File: config.mk
export PLATFORM = sky130hd
export DESIGN_NAME = time_set_ctrl
export DESIGN_NICKNAME = d
export VERILOG_FILES = /design/src/rtl/clock_pkg.sv /design/src/rtl/key_debounce.sv /design/src/rtl/time_set_ctrl.sv
export SDC_FILE = /design/constraint.sdc
export NUM_CORES = 1
export LEC_CHECK = 0
export ABC_AREA = 0
export BUFFER_PORTS_ARGS = -buffer_cell sky130_fd_sc_hd__clkbuf_2
export CELL_PAD_IN_SITES_DETAIL_PLACEMENT = 0
export CELL_PAD_IN_SITES_GLOBAL_PLACEMENT = 2
export CORE_ASPECT_RATIO = 0.8
export CORE_MARGIN = 2
export CORE_UTILIZATION = 41
export CTS_CLUSTER_DIAMETER = 60
export DETAILED_ROUTE_END_ITERATION = 16
export GPL_TIMING_DRIVEN = 0
export PLACE_DENSITY = 0.95
export SKIP_CTS_REPAIR_TIMING = 1
export SLEW_MARGIN = 30
export SYNTH_ARGS = -nofsm -noshare
export SYNTH_HDL_FRONTEND = slang
export SYNTH_HIERARCHICAL = 1
export SYNTH_SLANG_ARGS = --single-unit
File: constraint.sdc
create_clock -name clk_50 -period 3.7 [get_ports clk_50]
set_input_delay 0.37 -clock clk_50 [delete_from_list [all_inputs] [get_ports clk_50]]
set_output_delay 0.37 -clock clk_50 [all_outputs]
set_load 0.1 [all_outputs]
File: src/rtl/clock_pkg.sv
// clock_pkg: shared mode encodings, field limits, key indices and wrap helper
package clock_pkg;
  typedef enum logic [1:0] {RUN = 2'd0, SET_MIN = 2'd1, SET_SEC = 2'd2, COMMIT = 2'd3} mode_t;
  localparam logic [5:0] MAX_MIN = 6'd59;
  localparam logic [5:0] MAX_SEC = 6'd59;
  localparam int KEY_MODE = 0;
  localparam int KEY_INC = 1;
  localparam int KEY_DEC = 2;
  localparam int KEY_CLR = 3;
  function automatic logic [5:0] wrap_step(input logic [5:0] v, input logic up, input logic [5:0] max);
    return up ? (v == max ? 6'd0 : v + 6'd1) : (v == 6'd0 ? max : v - 6'd1);
  endfunction
endpackage

File: src/rtl/key_debounce.sv
// key_debounce: synchronizes one active-low key, debounces it and pulses on press
module key_debounce #(
  parameter int DEBOUNCE_CYCLES = 1000000
) (
  input  logic clk_50,
  input  logic rst,
  input  logic key_n,
  output logic press
);
  localparam int CW = $clog2(DEBOUNCE_CYCLES + 1);
  logic s1, s2, db, db_d;
  logic [CW-1:0] cnt;
  always_ff @(posedge clk_50) begin
    if (rst) begin
      s1 <= 1'b1;
      s2 <= 1'b1;
      db <= 1'b1;
      db_d <= 1'b1;
      cnt <= '0;
      press <= 1'b0;
    end else begin
      s1 <= key_n;
      s2 <= s1;
      db_d <= db;
      press <= db_d & ~db;
      if (s2 == db) cnt <= '0;
      else if (cnt == CW'(DEBOUNCE_CYCLES - 1)) begin
        db <= s2;
        cnt <= '0;
      end else cnt <= cnt + 1'b1;
    end
  end
endmodule

File: src/rtl/time_set_ctrl.sv
// time_set_ctrl: button-driven minutes:seconds edit FSM with hold/load control
module time_set_ctrl
  import clock_pkg::*;
#(
  parameter int DEBOUNCE_CYCLES = 1000000,
  parameter int BLINK_CYCLES = 12500000
) (
  input  logic       clk_50,
  input  logic       rst,
  input  logic [3:0] key_n,
  input  logic [5:0] cur_min,
  input  logic [5:0] cur_sec,
  output logic [5:0] set_min,
  output logic [5:0] set_sec,
  output logic       load,
  output logic       run_en,
  output logic [1:0] mode,
  output logic       blink
);
  localparam int BW = $clog2(BLINK_CYCLES + 1);
  logic [3:0] p;
  mode_t state, next;
  logic editing, next_edit, act_edit;
  logic [5:0] edit_val;
  logic [BW-1:0] bcnt;
  for (genvar g = 0; g < 4; g++) begin : g_key
    key_debounce #(.DEBOUNCE_CYCLES(DEBOUNCE_CYCLES)) u_db (
      .clk_50(clk_50),
      .rst(rst),
      .key_n(key_n[g]),
      .press(p[g])
    );
  end
  always_ff @(posedge clk_50) state <= rst ? RUN : next;
  always_comb begin
    next = state == RUN ? (p[KEY_MODE] ? SET_MIN : RUN) :
           state == COMMIT ? RUN :
           p[KEY_MODE] ? (state == SET_MIN ? SET_SEC : COMMIT) : state;
  end
  always_comb begin
    run_en = state == RUN;
    load = state == COMMIT;
    mode = state;
  end
  // Mode wins; clear beats inc/dec; inc together with dec cancels out.
  assign editing = state == SET_MIN || state == SET_SEC;
  assign next_edit = next == SET_MIN || next == SET_SEC;
  assign act_edit = editing && !p[KEY_MODE] && (p[KEY_CLR] || (p[KEY_INC] ^ p[KEY_DEC]));
  assign edit_val = p[KEY_CLR] ? 6'd0 :
                    state == SET_MIN ? wrap_step(set_min, p[KEY_INC], MAX_MIN) :
                    wrap_step(set_sec, p[KEY_INC], MAX_SEC);
  always_ff @(posedge clk_50) begin
    if (rst) begin
      set_min <= 6'd0;
      set_sec <= 6'd0;
    end else if (state == RUN && p[KEY_MODE]) begin
      set_min <= cur_min;
      set_sec <= cur_sec;
    end else if (act_edit && state == SET_MIN) set_min <= edit_val;
    else if (act_edit) set_sec <= edit_val;
  end
  // Blink restarts visible whenever a field is entered or changed.
  always_ff @(posedge clk_50) begin
    if (rst || !next_edit) begin
      blink <= 1'b0;
      bcnt <= '0;
    end else if (next != state || act_edit) begin
      blink <= 1'b1;
      bcnt <= '0;
    end else if (bcnt == BW'(BLINK_CYCLES - 1)) begin
      blink <= ~blink;
      bcnt <= '0;
    end else bcnt <= bcnt + 1'b1;
  end
endmodule
==> summary.txt, run 1 <==
Die
  • Initial core utilization: 0.418
  • Die area: 17,900 µm²
  • Core area: 16,600 µm²
  • IO Pins: 35
  • Die H: 120 µm
  • Rows: 42
  • Die span in x: 149 µm

Clock network
  • Clock Latency Late Sink: 0.43 ns
  • H-tree Lvls: 4
  • CTS tree: built
  • CTS clk-pin slew, worst paths: 0.06 ns
  • Clk Tree Root Cell: clkbuf_16
  • Clock sinks: 139
  • CTS Buf Count: 17
  • CTS Buffer Depth: 2

Yosys
  • Seq cells post-synth: 139
  • Avg Synthesized Cell Area: 8.74 µm²
  • Mapped cell area: 6920 µm²
  • Post-synth net total: 824
  • Synth warnings: 6
  • Cells after Synth: 792
  • Number of flops mapped to enable cells by yosys: 0
  • Fraction of registers with async set/reset: 0
  • Top FF cell, synth: dfxtp_1
  • Number of unique standard cell types used by synthesis: 58
  • Seq/Total Area, Yosys: 0.402

Min path
  • Min-delay worst type: in2reg
  • Worst Hold Endpoint: g_key[2].u_db/s1
  • Hold wc startpoint: key_n[2]
  • Hold Path Depth: 2

STA
  • Max_slew headroom: 0.542
  • Post-layout min period: 2.55 ns
  • Setup TNS: 0 ns
  • Final Hold Fails: 0
  • RSZ-0062 raised after global routing: no
  • Final period util: 0.690
  • Number of slew-limit violations in the final report: 0
  • Worst slew pin tran: 0.685 ns
  • Setup violations, final: 0
  • Final Skew: 0.0115 ns
  • Fmax: 0.392 GHz

Worst setup path
  • Crit-path max FO: 11
  • Worst path cell trace: inv_1 > ha_1 > buf_2 > nor4b_2 > a21oi_1 > xor2_1 > or4_1 > buf_2 > buf_6 > nor2_2
  • Critical Path Source Type: flip-flop
  • FF-to-FF End: bcnt[13]
  • Worst Path Class, Setup: reg2reg
  • CP required: 4.06 ns
  • Reg2Reg Depth: 10
  • CP max stage delay: 0.55 ns
  • Worst R2R Start: mode[0]
  • Worst path slowest cell: dfxtp_1
  • CP endpoint kind: flip-flop
  • CP arrival: 2.91 ns
  • Crit path buf inv count: 4
  • Worst path top cell family by delay: simple AND/OR/NAND/NOR gates
  • Crit path top cell by count: buf_2
  • Beginning of the critical path: mode[0]
  • Setup slack, reg-to-reg: 1.15 ns

Place
  • Routability cong.: 0.823
  • Detailed Place HPWL: 10,000 µm
  • IO Port Bufs: 34

Drt
  • ANT nets after route: 0
  • DR DRC count: 0
  • Via count: 5,596
  • Final wirelength: 14,100 µm
  • First DRT Iteration DRCs: 299
  • WL/cell: 13.1 µm
  • Vias per cell: 5.19
  • First drt pass iteration count: 4

Global routing
  • Initial antenna violation count: 0
  • Vias in the first global route: 5,043
  • Pin count of the biggest net entering global routing: 26
  • Grt total ovfl: 0
  • First-pass GRT wire length: 24,300 µm
  • GRT Util Overall: 0.167

Job
  • Max_cap viols: 0

Pwr
  • VDD IR max: 0.355 mV
  • LEAKAGE: 0.00251 µW
  • Pwr per Cell Area: 413 nW/µm²

Finish
  • Final layout net count: 877
  • Area grow syn2layout: 15.2%
  • Diode count: 0
  • Fill count: 1,630
  • Layout Utilization: 0.482
  • Layout cells sized above 1: 0.135

Status
  • Outcome: complete, no violations
[metal layers]
layer  global-route usage  wire length [µm]  vias to the layer above
li1                     -                 -                     2911
met1                0.243              7300                     2563
met2                0.236              5970                      106
met3               0.0396               682                       16
met4               0.0667               181                        0
met5                    0                 0                        -
[through the flow]
step | power [µW] | setup slack [ns] | cells | hold slack, ns | area, µm²
global route | 3410 | 0.970 | 1078 | 0.112 | 7970
CTS | 3350 | 1.11 | 1078 | 0.0990 | 7970
detailed placement | 1580 | 1.13 | 1046 | 0.397 | 7360
finish | 3290 | 1.15 | 1078 | 0.124 | 7970
global placement | 1580 | 1.14 | 1046 | 0.395 | 7360
floorplan | 1560 | 0.165 | 792 | 0.389 | 6920
[placed cells by master, fill, tap and decap left out, types with 4 or more instances in the layout]
master | netlist | routed
o21ai_4 | 4 | 4
nor4_1 | 25 | 25
mux2i_1 | 12 | 12
nand4_1 | 28 | 28
inv_1 | 34 | 34
o221ai_1 | 8 | 8
nor2_2 | 10 | 10
or2_2 | 8 | 8
clkbuf_1 | 11 | 14
and4_1 | 4 | 4
nor2b_1 | 5 | 5
nand3_1 | 43 | 43
or3b_1 | 4 | 4
clkbuf_2 | 0 | 34
nor3_1 | 35 | 35
nand4_2 | 4 | 4
buf_6 | 7 | 7
a211oi_1 | 7 | 7
or4_4 | 4 | 4
xnor2_1 | 77 | 77
ha_1 | 14 | 14
nor3b_1 | 7 | 7
clkbuf_16 | 0 | 17
nand3_4 | 4 | 4
nor4_4 | 4 | 4
a31oi_1 | 4 | 4
o21ai_0 | 15 | 15
nand2_1 | 34 | 34
and2_1 | 7 | 7
dfxtp_1 | 139 | 139
nor2_1 | 138 | 138
and3_1 | 13 | 13
nor4b_1 | 8 | 8
a21oi_1 | 23 | 23
xor2_1 | 17 | 17
[where the power goes]
| part | switching [µW] | internal [µW] | leakage, µW | total [µW] |
|---|---|---|---|---|
| logic | 21.2 | 15.6 | 0.00110 | 36.8 |
| registers | 2.97 | 1500 | 0.00112 | 1510 |
| clock network | 662 | 1090 | 0.000292 | 1750 |
[registers in the layout, summed over array words and instances, names as in the netlist]
register and cells:
bcnt 24, blink 1, g_key.u_db/cnt 80, g_key.u_db/db 4, g_key.u_db/db_d 4, g_key.u_db/press 4
g_key.u_db/s1 4, g_key.u_db/s2 4, mode 2, set_min 6, set_sec 6
[worst max path at each step]
stage	endpoint	slack [ns]	cells past startpoint
final	bcnt[13]	1.15	10
after floorplan	bcnt[14]	0.17	10
after detailed placement	bcnt[8]	1.13	10
after global routing	bcnt[8]	0.97	10
after global placement	bcnt[13]	1.14	10
after CTS	bcnt[13]	1.11	10
[final cells by class]
| cell class | instances | area, µm² | share of cell area |
|---|---|---|---|
| Buffer | 22 | 139 | 0.0174 |
| Clock buffer | 21 | 450 | 0.0565 |
| Clock inverter | 11 | 159 | 0.0199 |
| Inverter | 34 | 128 | 0.0160 |
| Multi-Input combinational cell | 597 | 3870 | 0.485 |
| Sequential cell | 139 | 2780 | 0.349 |
| Tap cell | 220 | 275 | 0.0345 |
| Timing Repair Buffer | 34 | 170 | 0.0213 |
[worst reg2reg max path, delay by kind of cell, from the launching register on]
family,cells,cell delay (ns)
and+or+nand+nor,3,0.87
buffers and inverters,4,0.59
DFF,1,0.55
adders and majority gates,1,0.21
xor gates and xnor gates,1,0.19
AOI/OAI and AO/OA,1,0.09
[logic make-up (layout without fill, tap and decap cells)]
group / after synthesis / after routing / synth area share
AND/OR/NAND/NOR: 395 / 395 / 0.313
multiplexers: 12 / 12 / 0.0174
adder cells (fa/ha/maj): 14 / 14 / 0.0253
flip-flops: 139 / 139 / 0.402
XOR/XNOR: 94 / 94 / 0.119
AO/OA/AOI/OAI: 82 / 82 / 0.0843
buffers and inverters: 56 / 122 / 0.0385
[synthesized netlist by cell type, types with 8 or more instances]
library cell,instances,area share
nor3_1,35,0.025
or2_2,8,0.0072
dfxtp_1,139,0.40
xor2_1,17,0.022
and3_1,13,0.012
nor2_1,138,0.075
clkbuf_1,11,0.0060
nand4_1,28,0.025
a21oi_1,23,0.017
o21ai_0,15,0.011
nand2_1,34,0.018
nor2_2,10,0.0090
ha_1,14,0.025
mux2i_1,12,0.017
nor4_1,25,0.023
nor4b_1,8,0.010
nand3_1,43,0.031
xnor2_1,77,0.097
inv_1,34,0.018
o221ai_1,8,0.010
(Power assumes the default switching activity.)
==> inputs of run 2 (changes only) <==
Settings changed: ABC_AREA 0 to 1, CORE_UTILIZATION 41 to 36, PLACE_DENSITY 0.95 to 0.92.
Clock period 3.7 ns to 2.45 ns, I/O delays scaled along.
==> summary.txt, run 2 <==
Yosys
  • Post-synth top area share: 0.372 (-0.0301)
  • Top FF cell, synth: dfxtp_1
  • Number of flops mapped to enable cells by yosys: 0 (unchanged)
  • Synth area leaders: dfxtp_1, nand2_1, nor2_1, nand3_1, inv_1
  • Synth warnings: 6 (unchanged)
  • Avg Synthesized Cell Area: 7.25 µm² (-17%)
  • Seq cells post-synth: 139 (unchanged)
  • Cells after Synth: 1,031 (+30%)
  • Seq/Total Area, Yosys: 0.372 (-0.0301)
  • Post-synth net total: 1,063 (+29%)
  • Cell taking the most area after synthesis: dfxtp_1
  • Mapped cell area: 7480 µm² (+8.1%)
  • Fraction of registers with async set/reset: 0 (unchanged)
  • Synth top cells by count: nand2_1, nor2_1, dfxtp_1, inv_1, nand3_1
  • Number of unique standard cell types used by synthesis: 38 (-34%)
  • Cell with the most instances after synthesis: nand2_1

Global routing
  • Grt total ovfl: 0 (unchanged)
  • First-pass GRT wire length: 28,700 µm (+18%)
  • Initial antenna violation count: 0 (unchanged)
  • GRT Util Overall: 0.162 (-0.00483)
  • Pin count of the biggest net entering global routing: 26 (unchanged)
  • Vias in the first global route: 5,983 (+19%)

Min path
  • Hold wc startpoint: key_n[2]
  • Min-delay worst type: in2reg

Drt
  • Via count: 6,521 (+17%)
  • ANT nets after route: 0 (unchanged)
  • Vias per cell: 4.78 (-7.9%)
  • Final wirelength: 17,100 µm (+21%)
  • First drt pass iteration count: 7 (+3)
  • WL/cell: 12.5 µm (-4.5%)
  • First DRT Iteration DRCs: 433 (+45%)
  • DR DRC count: 0 (unchanged)

STA
  • Final setup margin: 0.474 ns (-0.674 ns)
  • Setup TNS: 0 ns (unchanged)
  • Max_slew headroom: 0.585 (+0.0437)
  • RSZ-0062 raised after global routing: no
  • Fmax: 0.506 GHz (+29%)
  • Number of slew-limit violations in the final report: 0 (unchanged)
  • Post-layout min period: 1.98 ns (-0.576 ns)
  • Final Hold Fails: 0 (unchanged)
  • Final Skew: 0.0160 ns (+0.00457 ns)
  • Setup violations, final: 0 (unchanged)
  • Worst slew pin tran: 0.622 ns (-0.0625 ns)
  • Final period util: 0.806 (+0.117)

Die
  • Die area: 21,900 µm² (+22%)
  • Initial core utilization: 0.364 (-0.0536)
  • Rows: 47 (+12%)
  • Die H: 133 µm (+11%)
  • Die span in x: 165 µm (+11%)
  • Core area: 20,500 µm² (+24%)
  • IO Pins: 35 (unchanged)

Worst setup path
  • Worst path slowest cell: clkbuf_1
  • Critical Path Source Type: flip-flop
  • CP endpoint kind: flip-flop
  • Worst R2R Start: mode[1]
  • CP required: 2.78 ns (-1.28 ns)
  • CP max stage delay: 0.39 ns (-0.16 ns)
  • Beginning of the critical path: mode[1]
  • Crit path top cell by count: inv_1
  • Worst path cell trace: inv_1 > ha_2 > nand2_1 > inv_1 > clkbuf_1 > nand2_1 > o21ai_0 > inv_1 > a21oi_1
  • Crit-path max FO: 10 (-1)
  • CP arrival: 2.31 ns (-0.60 ns)
  • Worst Path Class, Setup: reg2reg

Place
  • Pre-CTS setup slack: 0.476 ns (-0.655 ns)
  • IO Port Bufs: 34 (unchanged)
  • Detailed Place HPWL: 12,700 µm (+26%)
  • Cell count after placement: 1,334 (+28%)
  • Routability cong.: 0.836 (+1.5%)

Finish
  • Finished Layout Cells: 1,364 (+27%)
  • Final layout net count: 1,116 (+27%)
  • Fill count: 2,131 (+31%)
  • Largest regs: g_key.u_db/cnt (80), bcnt (24)
  • Layout cells sized above 1: 0.180 (+0.0447)
  • Most frequent cells in the layout: nand2_1, nor2_1, dfxtp_1, inv_1, nand3_1
  • Largest register FFs: 80 (unchanged)
  • Diode count: 0 (unchanged)
  • Top reg by flops: g_key.u_db/cnt
  • Commonest non-fill, non-tap cell in the layout: nand2_1
  • Area grow syn2layout: 15.2% (about the same)

Job
  • Max_cap viols: 0 (unchanged)

Pwr
  • Pwr per Cell Area: 589 nW/µm² (+43%)
  • LEAKAGE: 0.00282 µW (+12%)
  • VDD IR max: 0.355 mV (-0.11%)

Status
  • Outcome: complete, no violations

Clock network
  • Clock sinks: 139 (unchanged)
  • CTS tree: built
  • CTS Buf Count: 17 (unchanged)
  • Clock Latency Late Sink: 0.42 ns (about the same)
  • Clk Tree Root Cell: clkbuf_16
  • H-tree Lvls: 4 (unchanged)
  • CTS clk-pin slew, worst paths: 0.06 ns (about the same)
  • CTS Buffer Depth: 2 (unchanged)
[run 2: cell types whose count changed in the layout (fill, tap and decap cells not counted), sizes merged, moves of 27 or more]
cell / previous run / this run
nand2: 34 / 231
nor2: 149 / 203
inv: 38 / 91
xnor2: 77 / 31
nand3: 47 / 84
a21oi: 23 / 57
or2: 8 / 36
nor3: 35 / 8
nor4: 29 / 2
[run 2: power by group]
group / leakage [µW] / internal, µW / switching, µW
logic: 0.00140 / 24.6 / 34.2
clock network: 0.000297 / 1750 / 996
registers: 0.00112 / 2270 / 4.17
[run 2: cell families (layout without fill, tap and decap cells)]
logic type,after synthesis,count (layout),share of synthesized area
fa+ha+maj,14,14,0.0234
flops,139,139,0.372
compound gates,100,100,0.0751
simple gates,618,618,0.405
xor+xnor,55,55,0.0644
buf+inv,105,169,0.0602
[run 2: routing by layer]
metal	track usage	vias up	wire length [µm]
li1	-	3448	-
met1	0.236	2942	9070
met2	0.241	118	7180
met3	0.0370	13	697
met4	0.0406	0	150
met5	0	-	0
[run 2: final timing paths]
kind                       to  slack (ns)  depth (start not counted)
max                set_sec[5]        0.47                          9
min reg2reg  g_key[3].u_db/s2        0.40                          1
min          g_key[2].u_db/s1        0.01                          2
max reg2reg        set_sec[5]        0.47                          9
[run 2: through the flow]
stage / hold slack [ns] / power (µW) / utilization / instance area [µm²]
3_5_place_dp: 0.393 / 2380 / 0.389 / 7990
6_report: 0.0119 / 5070 / 0.420 / 8620
2_1_floorplan: 0.311 / 2350 / - / 7490
4_1_cts: -0.00501 / 5140 / 0.420 / 8620
3_3_place_gp: 0.394 / 2380 / 0.389 / 7990
5_1_grt: 0.00772 / 5250 / 0.420 / 8620
[run 2: critical path: cells and delay by family, from the launching register on]
family                     cells  cell delay [ns]
adders and majority gates      1             0.28
AOI/OAI and AO/OA              2             0.25
buffers and inverters          4             0.76
and+or+nand+nor                2             0.26
DFF                            1             0.34
[run 2: cell type report]
class                   instances  area, µm²  area share
repair buffers                 34        170      0.0198
well taps                     269        337      0.0391
multi-input cells             787       4250       0.493
clock inverters                11        170      0.0198
clock buffers                  19        453      0.0526
flip-flops and latches        139       2790       0.323
inverters                      91        342      0.0396
plain buffers                  14        109      0.0126
